==> config.mk <==
export PLATFORM = sky130hd
export DESIGN_NAME = alu_mdu_control
export DESIGN_NICKNAME = d
export VERILOG_FILES = /design/src/rtl/alu_mdu_control.sv
export SDC_FILE = /design/constraint.sdc
export NUM_CORES = 1
export LEC_CHECK = 0
export BUFFER_PORTS_ARGS = -buffer_cell sky130_fd_sc_hd__clkbuf_2
export CAP_MARGIN = 25
export CORE_ASPECT_RATIO = 0.9
export CORE_MARGIN = 2
export CORE_UTILIZATION = 47
export CTS_BUF_LIST = sky130_fd_sc_hd__clkbuf_4 sky130_fd_sc_hd__clkbuf_8
export DETAILED_ROUTE_END_ITERATION = 12
export PLACE_DENSITY = 0.67
export SYNTH_ARGS = -nofsm -noshare
export SYNTH_HDL_FRONTEND = slang
export SYNTH_SLANG_ARGS = --single-unit
==> constraint.sdc <==
create_clock -name clk -period 6 [get_ports clk]
set_clock_uncertainty 0.15 [all_clocks]
set_input_delay 0.6 -clock clk [delete_from_list [all_inputs] [get_ports clk]]
set_output_delay 0.6 -clock clk [all_outputs]
set_load 0.03 [all_outputs]
==> src/rtl/alu_mdu_control.sv <==
// EX-stage ALU control decode plus an iterative multiply/divide unit owning HI/LO.
// Define ALU_MDU_DIV_EN to build the divider; without it DIV/DIVU decode as illegal.
module alu_mdu_control #(
    parameter int WIDTH = 32,
    parameter int CNT_W = $clog2(WIDTH) + 1
) (
    input  logic             clk,
    input  logic             rst_n,
    input  logic             valid,
    input  logic [2:0]       alu_op,
    input  logic [5:0]       funct,
    input  logic [WIDTH-1:0] rs_val,
    input  logic [WIDTH-1:0] rt_val,
    output logic [5:0]       alu_control,
    output logic             mf_sel,
    output logic [WIDTH-1:0] mf_data,
    output logic             mdu_busy,
    output logic             stall,
    output logic             illegal,
    output logic [WIDTH-1:0] hi,
    output logic [WIDTH-1:0] lo,
    output logic [1:0]       dbg_state
);

`ifdef ALU_MDU_DIV_EN
    localparam bit DivEn = 1'b1;
`else
    localparam bit DivEn = 1'b0;
`endif

    typedef enum logic [1:0] {S_IDLE = 2'd0, S_MUL = 2'd1, S_DIV = 2'd2, S_FIX = 2'd3} state_e;

    state_e               state_q;
    logic [CNT_W-1:0]     cnt_q;
    logic                 busy_q;
    logic [WIDTH-1:0]     hi_q, lo_q;
    logic [2*WIDTH-1:0]   p_q;
    logic [WIDTH-1:0]     b_q;
    logic                 neg_q, rneg_q, dz_q, div_q;

    logic                 mdu_fn, is_mf, start_mul, start_div, accept;
    logic                 sgn, a_neg, b_neg;
    logic [WIDTH-1:0]     a_mag, b_mag;
    logic [WIDTH:0]       mul_sum, rem_sh, div_diff;
    logic [2*WIDTH-1:0]   mul_d, div_d, mul_res;
    logic [WIDTH-1:0]     quo, rem, fix_hi, fix_lo;

    always_comb begin
        alu_control = 6'b100000;
        illegal     = 1'b0;
        mdu_fn      = 1'b0;
        is_mf       = 1'b0;
        start_mul   = 1'b0;
        start_div   = 1'b0;
        case (alu_op)
            3'b000: alu_control = 6'b100000;
            3'b001: alu_control = 6'b100010;
            3'b011: alu_control = 6'b100100;
            3'b100: alu_control = 6'b100101;
            3'b101: alu_control = 6'b101010;
            3'b110: alu_control = 6'b100110;
            3'b010: begin
                case (funct)
                    6'b100000, 6'b100001, 6'b100010, 6'b100011,
                    6'b100100, 6'b100101, 6'b100110, 6'b100111,
                    6'b101010, 6'b101011, 6'b000000, 6'b000010,
                    6'b000011, 6'b000100, 6'b000110, 6'b000111: alu_control = funct;
                    6'b010000, 6'b010010: begin
                        mdu_fn = 1'b1;
                        is_mf  = 1'b1;
                    end
                    6'b011000, 6'b011001: begin
                        mdu_fn    = 1'b1;
                        start_mul = 1'b1;
                    end
                    6'b011010, 6'b011011: begin
                        if (DivEn) begin
                            mdu_fn    = 1'b1;
                            start_div = 1'b1;
                        end else begin
                            illegal = valid;
                        end
                    end
                    default: illegal = valid;
                endcase
            end
            default: illegal = valid;
        endcase
    end

    assign mf_sel    = valid & is_mf;
    assign mf_data   = funct[1] ? lo_q : hi_q;
    assign stall     = valid & mdu_fn & (state_q != S_IDLE);
    assign accept    = valid & ~stall & (start_mul | start_div);
    assign mdu_busy  = busy_q;
    assign hi        = hi_q;
    assign lo        = lo_q;
    assign dbg_state = state_q;

    // Odd funct codes (MULTU/DIVU) are unsigned; signed ops iterate on magnitudes.
    assign sgn   = ~funct[0];
    assign a_neg = sgn & rs_val[WIDTH-1];
    assign b_neg = sgn & rt_val[WIDTH-1];
    assign a_mag = a_neg ? -rs_val : rs_val;
    assign b_mag = b_neg ? -rt_val : rt_val;

    // Multiply: upper half accumulates, lower half holds the unconsumed multiplier bits.
    assign mul_sum = {1'b0, p_q[2*WIDTH-1:WIDTH]} + {1'b0, (p_q[0] ? b_q : {WIDTH{1'b0}})};
    assign mul_d   = {mul_sum, p_q[WIDTH-1:1]};

    // Restoring divide: upper half is the partial remainder, quotient bits enter at the bottom.
    assign rem_sh   = p_q[2*WIDTH-1:WIDTH-1];
    assign div_diff = rem_sh - {1'b0, b_q};
    assign div_d    = div_diff[WIDTH] ? {rem_sh[WIDTH-1:0], p_q[WIDTH-2:0], 1'b0}
                                      : {div_diff[WIDTH-1:0], p_q[WIDTH-2:0], 1'b1};

    assign mul_res = neg_q ? -p_q : p_q;
    assign quo     = p_q[WIDTH-1:0];
    assign rem     = p_q[2*WIDTH-1:WIDTH];

    always_comb begin
        fix_hi = mul_res[2*WIDTH-1:WIDTH];
        fix_lo = mul_res[WIDTH-1:0];
        if (div_q) begin
            // On divide-by-zero b_q holds the raw dividend rather than a divisor.
            fix_lo = dz_q ? {WIDTH{1'b1}} : (neg_q ? -quo : quo);
            fix_hi = dz_q ? b_q : (rneg_q ? -rem : rem);
        end
    end

    always_ff @(posedge clk or negedge rst_n) begin
        if (!rst_n) begin
            state_q <= S_IDLE;
            cnt_q   <= '0;
            busy_q  <= 1'b0;
            hi_q    <= '0;
            lo_q    <= '0;
            p_q     <= '0;
            b_q     <= '0;
            neg_q   <= 1'b0;
            rneg_q  <= 1'b0;
            dz_q    <= 1'b0;
            div_q   <= 1'b0;
        end else begin
            case (state_q)
                S_IDLE: begin
                    if (accept) begin
                        busy_q <= 1'b1;
                        cnt_q  <= CNT_W'(WIDTH);
                        neg_q  <= a_neg ^ b_neg;
                        rneg_q <= a_neg;
                        div_q  <= start_div;
                        dz_q   <= start_div & (rt_val == '0);
                        if (start_div) begin
                            state_q <= S_DIV;
                            p_q     <= {{WIDTH{1'b0}}, a_mag};
                            b_q     <= (rt_val == '0) ? rs_val : b_mag;
                        end else begin
                            state_q <= S_MUL;
                            p_q     <= {{WIDTH{1'b0}}, b_mag};
                            b_q     <= a_mag;
                        end
                    end
                end
                S_MUL, S_DIV: begin
                    p_q   <= (state_q == S_DIV) ? div_d : mul_d;
                    cnt_q <= cnt_q - CNT_W'(1);
                    if (cnt_q == CNT_W'(1)) state_q <= S_FIX;
                end
                S_FIX: begin
                    hi_q    <= fix_hi;
                    lo_q    <= fix_lo;
                    busy_q  <= 1'b0;
                    state_q <= S_IDLE;
                end
                default: state_q <= S_IDLE;
            endcase
        end
    end

endmodule

# ---- After elaboration in Yosys (flattened, before gate mapping)
# Index checks and enable logic that the tools add are counted.
dict set report word_totals {
  regBits 170
  input_bits 76
  out_inout_bits 108
  word_cells 98
}
dict set report op_classes {
  n_addsub 6
  eq_ne 31
  mux 26
  bitwise_logic 10
  n_reduce_logical 17
}
# op count
set op_table {}
lappend op_table {{$mux 64} 4}
lappend op_table {{$mux 32} 4}
lappend op_table {{$pmux 64 s2} 1}
lappend op_table {{$neg 32->32} 2}
lappend op_table {{$neg 64->64} 1}
lappend op_table {{$eq 6x6->1 const B} 10}
lappend op_table {{$pmux 6 s6} 1}
lappend op_table {{$add 32x32->33} 1}
lappend op_table {{$sub 33x32->33} 1}
lappend op_table {{$eq 6x5->1 const B} 4}
lappend op_table {{$reduce_or 20->1} 1}
lappend op_table {{$eq 6x3->1 const B} 3}
lappend op_table {{$reduce_or 16->1} 1}
lappend op_table {{$eq 6x2->1 const B} 2}
lappend op_table {{$mux 6} 2}
lappend op_table {{$pmux 6 s2} 1}
lappend op_table {{$eq 3x3->1 const B} 3}
lappend op_table {{$mux 1} 8}
lappend op_table {{$reduce_and 2->1} 4}
lappend op_table {{$and 1x1->1} 7}
lappend op_table {{$eq 3x2->1 const B} 2}
lappend op_table {{$eq 6x1->1 const B} 1}
lappend op_table {{$logic_not 6->1} 1}
lappend op_table {{$pmux 2 s3} 1}
lappend op_table {{other kinds (15)} 24}

# ---- Longest topological paths before layout
dict set report depth {
  ltp_word 11
  depth_mapped 14
}

# ---- Worst setup path after synthesis
# Ideal clock, no wire load.
dict set report synth_timing {
  path_type {register -> register}
  start {register p_q[31]}
  end {register p_q[62]}
  setup_ps 126
  arrival_time_ps 3266
  slack_ps 2458
  stages_incl_launch_ff 13
  path_buffers 0
  synth_period_minus_slack_ps 3542
  cell_sequence {dfrtp_1 -> inv_1 -> ha_1 -> fa_1 -> nand2b_1 -> a21o_1 -> a31oi_2 -> a31o_2 -> a311oi_1 -> o211ai_1 -> nand2_1 -> mux2_1 -> a221o_1}
}
dict set report synth_via {
  elab_chain_cells 4
}
# item line_no
set synth_lines {}
lappend synth_lines {{start, declared} 37} ;# logic [2*WIDTH-1:0] p_q;
lappend synth_lines {{start signal, assigned} 156} ;# p_q <= {{WIDTH{1'b0}}, a_mag};
lappend synth_lines {{start signal, assigned} 160} ;# p_q <= {{WIDTH{1'b0}}, b_mag};
lappend synth_lines {{start signal, assigned} 166} ;# p_q <= (state_q == S_DIV) ? div_d : mul_d;
lappend synth_lines {{$sub 33x32->33} 113} ;# assign div_diff = rem_sh - {1'b0, b_q};
lappend synth_lines {{$mux 64} 114} ;# assign div_d = div_diff[WIDTH] ? {rem_sh[WIDTH-1:0], p_q[WIDTH-2:0], 1'b0}
lappend synth_lines {{$mux 64} 166}
lappend synth_lines {{$pmux 64 s2} 145} ;# case (state_q)
# No other way between the ends.
# A chain may end at the register's enable or synchronous reset.

# ---- Worst setup path in the final report
dict set report layout_timing {
  start {register p_q[31]}
  end {register p_q[34]}
}
# The elaborated chain is that of the path after synthesis.

==> flow_summary_export.csv <==
group,metric,value,unit
synth,ys_ff_latch,170,
synth,netlist_instances,1794,
global_routing,grt_use_total,0.290,
die,coreArea,30000,sq um
routing,avgRoutedWirePerCell,20.0,microns
synth,async_flop_share,1.00,
global_routing,grt_pass1_wl,73100,microns
min_path,hold_path.class,"in -> async",
clock_tree,cts_buffer_depth,2,
clock_tree,htreeDepth,4,
synth,netlist_area,14300,sq um
setup_path,r2r_cells,12,
setup_path,critical-path-top-delay-family,"compound AO/OA/AOI/OAI gates",
place,dp_hpwl,36000,microns
clock_tree,holdBufCountCts,0,
setup_path,crit_path_end_kind,"flip-flop",
timing,relSlewSlack,0.353,
place,dp.cells,2300,
setup_path,critPathBufInv,2,
final_layout,final_cells,2332,
synth,synth_fp_nets,1945,
synth,synth_flop_cell,"dfrtp_1",
clock_tree,post_cts_buffers,0,
die,rows,60,
synth,synthSimpleGateAreaFrac,0.199,
global_routing,grt_pass1_vias,13000,
synth,ys_warn_count,0,
global_routing,grt-busiest-layer,"met2",
final_layout,drive_gt1_frac,0.156,
setup_path,r2r_start,"p_q[31]",
clock_tree,clk_latency,0.49,ns
clock_tree,clock_sinks,170,
routing,viasPerCell,6.01,
timing,fin_hold_ws,-0.0163,ns
setup_path,path_cells,"inv_1 -> ha_1 -> fa_1 -> nand2b_1 -> a21o_1 -> a31oi_2 -> a31o_2 -> a311oi_1 -> o211ai_1 -> nand2_1 -> buf_4 -> o311ai_0",
die,initial_core_util,0.478,
synth,synth_top_family_by_area,"compound AO/OA/AOI/OAI gates",
timing,final-max-slew-violation-count,0,
global_routing,grt_max_degree,83,
global_routing,grt_use_met2,0.441,
routing,drt_wl_total,46700,microns
clock_tree,path_clk_slew,0.13,ns
timing,rsz0062_at_grt,"no",
routing,first_pass_iters,6,
die,die_h,170,microns
timing,worst_pin_slew,0.970,ns
routing,drc,0,
final_layout,area_delta_synth_final,11.5,%
outcome,status,"complete, but fails checks",
final_layout,multiInputGateArea,9450,sq um
global_routing,met1_usage,0.426,
timing,setup_tns,0,ns
synth,synth-xor-area-share,0.102,
clock_tree,cts_resized,0,
place,portBuffers,182,
final_layout,seqCellArea,4260,sq um
power_and_ir_drop,pwr_density_cell,630,nW/um^2
setup_path,max_stage_delay,0.79,ns
power_and_ir_drop,ir_drop,0.457,mV
global_routing,overflow,0,
routing,drtAntennaViolNets,0,
power_and_ir_drop,p_leak,7.37,nW
setup_path,crit_fanout,22,
setup_path,worstSetupPathType,"reg -> reg",
final_layout,n_antenna_cell,0,
synth,synth_compound_area_frac,0.231,
clock_tree,cts-root-buf,"clkbuf_8",
synth,ys_seq_area_frac,0.297,
die,die_x,188,microns
global_routing,antenna_found_initial,0,
setup_path,cp.required,6.19,ns
clock_tree,cts_tree,"done",
routing,dr.first_iter.drc_count,1227,
setup_path,start_kind,"flip-flop",
synth,synthAdderAreaFrac,0.0666,
die,dieArea,31900,sq um
clock_tree,cts_buffers,17,
flow_run,cap_violations,0,
place,gp_congestion,0.965,
synth,muxShareOfSynthArea,0.0593,
routing,dr_total_vias,14000,
timing,period_needed,4.46,ns
synth,synth-edff-count,0,
synth,yosysUniqueCellTypes,86,
setup_path,crit_slowest_cell,"o211ai_1",
die,ioPinCount,184,
setup_path,r2r_end,"p_q[34]",
synth,syn_avg_cell_area,7.98,sq um
setup_path,arrival,4.65,ns
final_layout,fin_util,0.533,
timing,timing.fmax,0.224,GHz
outcome,violations,"hold timing",
final_layout,nNetsFinal,2067,
timing,setup_violations,0,
global_routing,global_route.usage.met3,0.0465,
timing,fin_crit_sh,0.743,
timing,finalHoldViolations,6,
final_layout,fill_cells,2922,
setup_path,reg2reg_slack,1.54,ns
worst reg2reg max path: cells and delay by family, from the launching register on:
kind | cells | cell delay (ns)
and+or+nand+nor | 2 | 0.43
AOI/OAI and AO/OA | 6 | 2.22
DFF | 1 | 0.45
buffers and inverters | 2 | 0.41
adders and majority gates | 2 | 0.65
worst max-delay path by stage:
stage / from / endpoint / slack, ns / cells past startpoint
after detailed placement: p_q[31] / p_q[34] / 1.76 / 12
final: p_q[31] / p_q[34] / 1.54 / 12
after global routing: p_q[31] / p_q[35] / 1.38 / 13
after global placement: p_q[31] / p_q[34] / 1.80 / 12
after CTS: p_q[31] / p_q[34] / 1.71 / 12
after floorplan: p_q[31] / p_q[62] / 2.46 / 12
registers in the layout, indices dropped and copies added (netlist names):
name	flops
b_q	32
cnt_q	6
dbg_state	2
hi	32
lo	32
mdu_busy	1
neg_q	1
p_q	64
layout make-up:
class                           instances  area share
Inverter                               67      0.0158
Multi-Input combinational cell       1458       0.592
Tap cell                              403      0.0316
Clock buffer                           17      0.0147
Sequential cell                       170       0.267
Timing Repair Buffer                  202      0.0674
Clock inverter                         15      0.0116
per-stage QoR:
stage               power, W  setup slack, ns  hold slack, ns  instance area [sq um]
floorplan            0.00704             2.46           0.154                  14300
global placement     0.00892             1.80           0.314                  15500
detailed placement   0.00902             1.76           0.320                  15500
CTS                  0.00992             1.71          0.0256                  16000
global route          0.0107             1.38          0.0261                  16000
finish                0.0101             1.54         -0.0163                  16000
synthesized netlist by cell type (all sizes together) (4+ instances only):
library cell / number / area share
a211oi: 9 / 0.0047
a21boi: 4 / 0.0021
a21o: 36 / 0.019
a21oi: 184 / 0.064
a221oi: 5 / 0.0031
a22oi: 17 / 0.0089
a311oi: 4 / 0.0024
a31o: 4 / 0.0024
a31oi: 14 / 0.0066
and2: 10 / 0.0044
and3: 10 / 0.0044
buf: 16 / 0.0055
clkbuf: 83 / 0.022
dfrtp: 170 / 0.30
ha: 73 / 0.064
inv: 66 / 0.017
mux2: 39 / 0.031
mux2i: 41 / 0.029
nand2: 184 / 0.048
nand2b: 21 / 0.0092
nand3: 57 / 0.020
nand4: 11 / 0.0059
nor2: 185 / 0.050
nor2b: 13 / 0.0057
nor3: 31 / 0.011
nor3b: 11 / 0.0066
nor4: 17 / 0.0085
o211ai: 18 / 0.0094
o21a: 5 / 0.0026
o21ai: 149 / 0.052
o31ai: 29 / 0.017
o41ai: 16 / 0.0098
or2: 4 / 0.0019
or3: 21 / 0.0095
or4: 12 / 0.0068
xnor2: 61 / 0.037
xor2: 106 / 0.065
cell usage in the layout (no fill, tap or decap), drive strengths merged, types with 10 or more instances in the layout:
| master | count |
|---|---|
| a21oi | 184 |
| o31ai | 29 |
| o21ai | 149 |
| xnor2 | 61 |
| inv | 74 |
| nand2 | 184 |
| nor4 | 17 |
| a22oi | 17 |
| a31oi | 14 |
| dfrtp | 170 |
| mux2i | 41 |
| o41ai | 16 |
| and3 | 10 |
| xor2 | 106 |
| or4 | 12 |
| or3 | 21 |
| and2 | 10 |
| nor3b | 11 |
| buf | 21 |
| nand2b | 21 |
| nor2b | 13 |
| nand3 | 57 |
| nor3 | 31 |
| clkbuf | 198 |
| o211ai | 18 |
| mux2 | 39 |
| ha | 73 |
| nand4 | 11 |
| nor2 | 185 |
| a21o | 36 |
cells by family after synthesis:
logic type / Yosys count
multiplexers: 80
other: 1
AND/OR/NAND/NOR: 599
adder cells (fa/ha/maj): 75
buffers and inverters: 166
AO/OA/AOI/OAI: 536
XOR/XNOR: 167
flip-flops: 170
where the power goes:
| part | switching, W | internal (W) |
|---|---|---|
| logic | 0.00442 | 0.00241 |
| clock network | 0.000550 | 0.000325 |
| registers | 0.000726 | 0.00162 |
metal layers:
layer	up-vias	share of wire
met5	-	0
met4	0	0.021
met3	66	0.075
met2	597	0.43
met1	6686	0.47
li1	6666	-
Power figures use the tool's default switching activity.
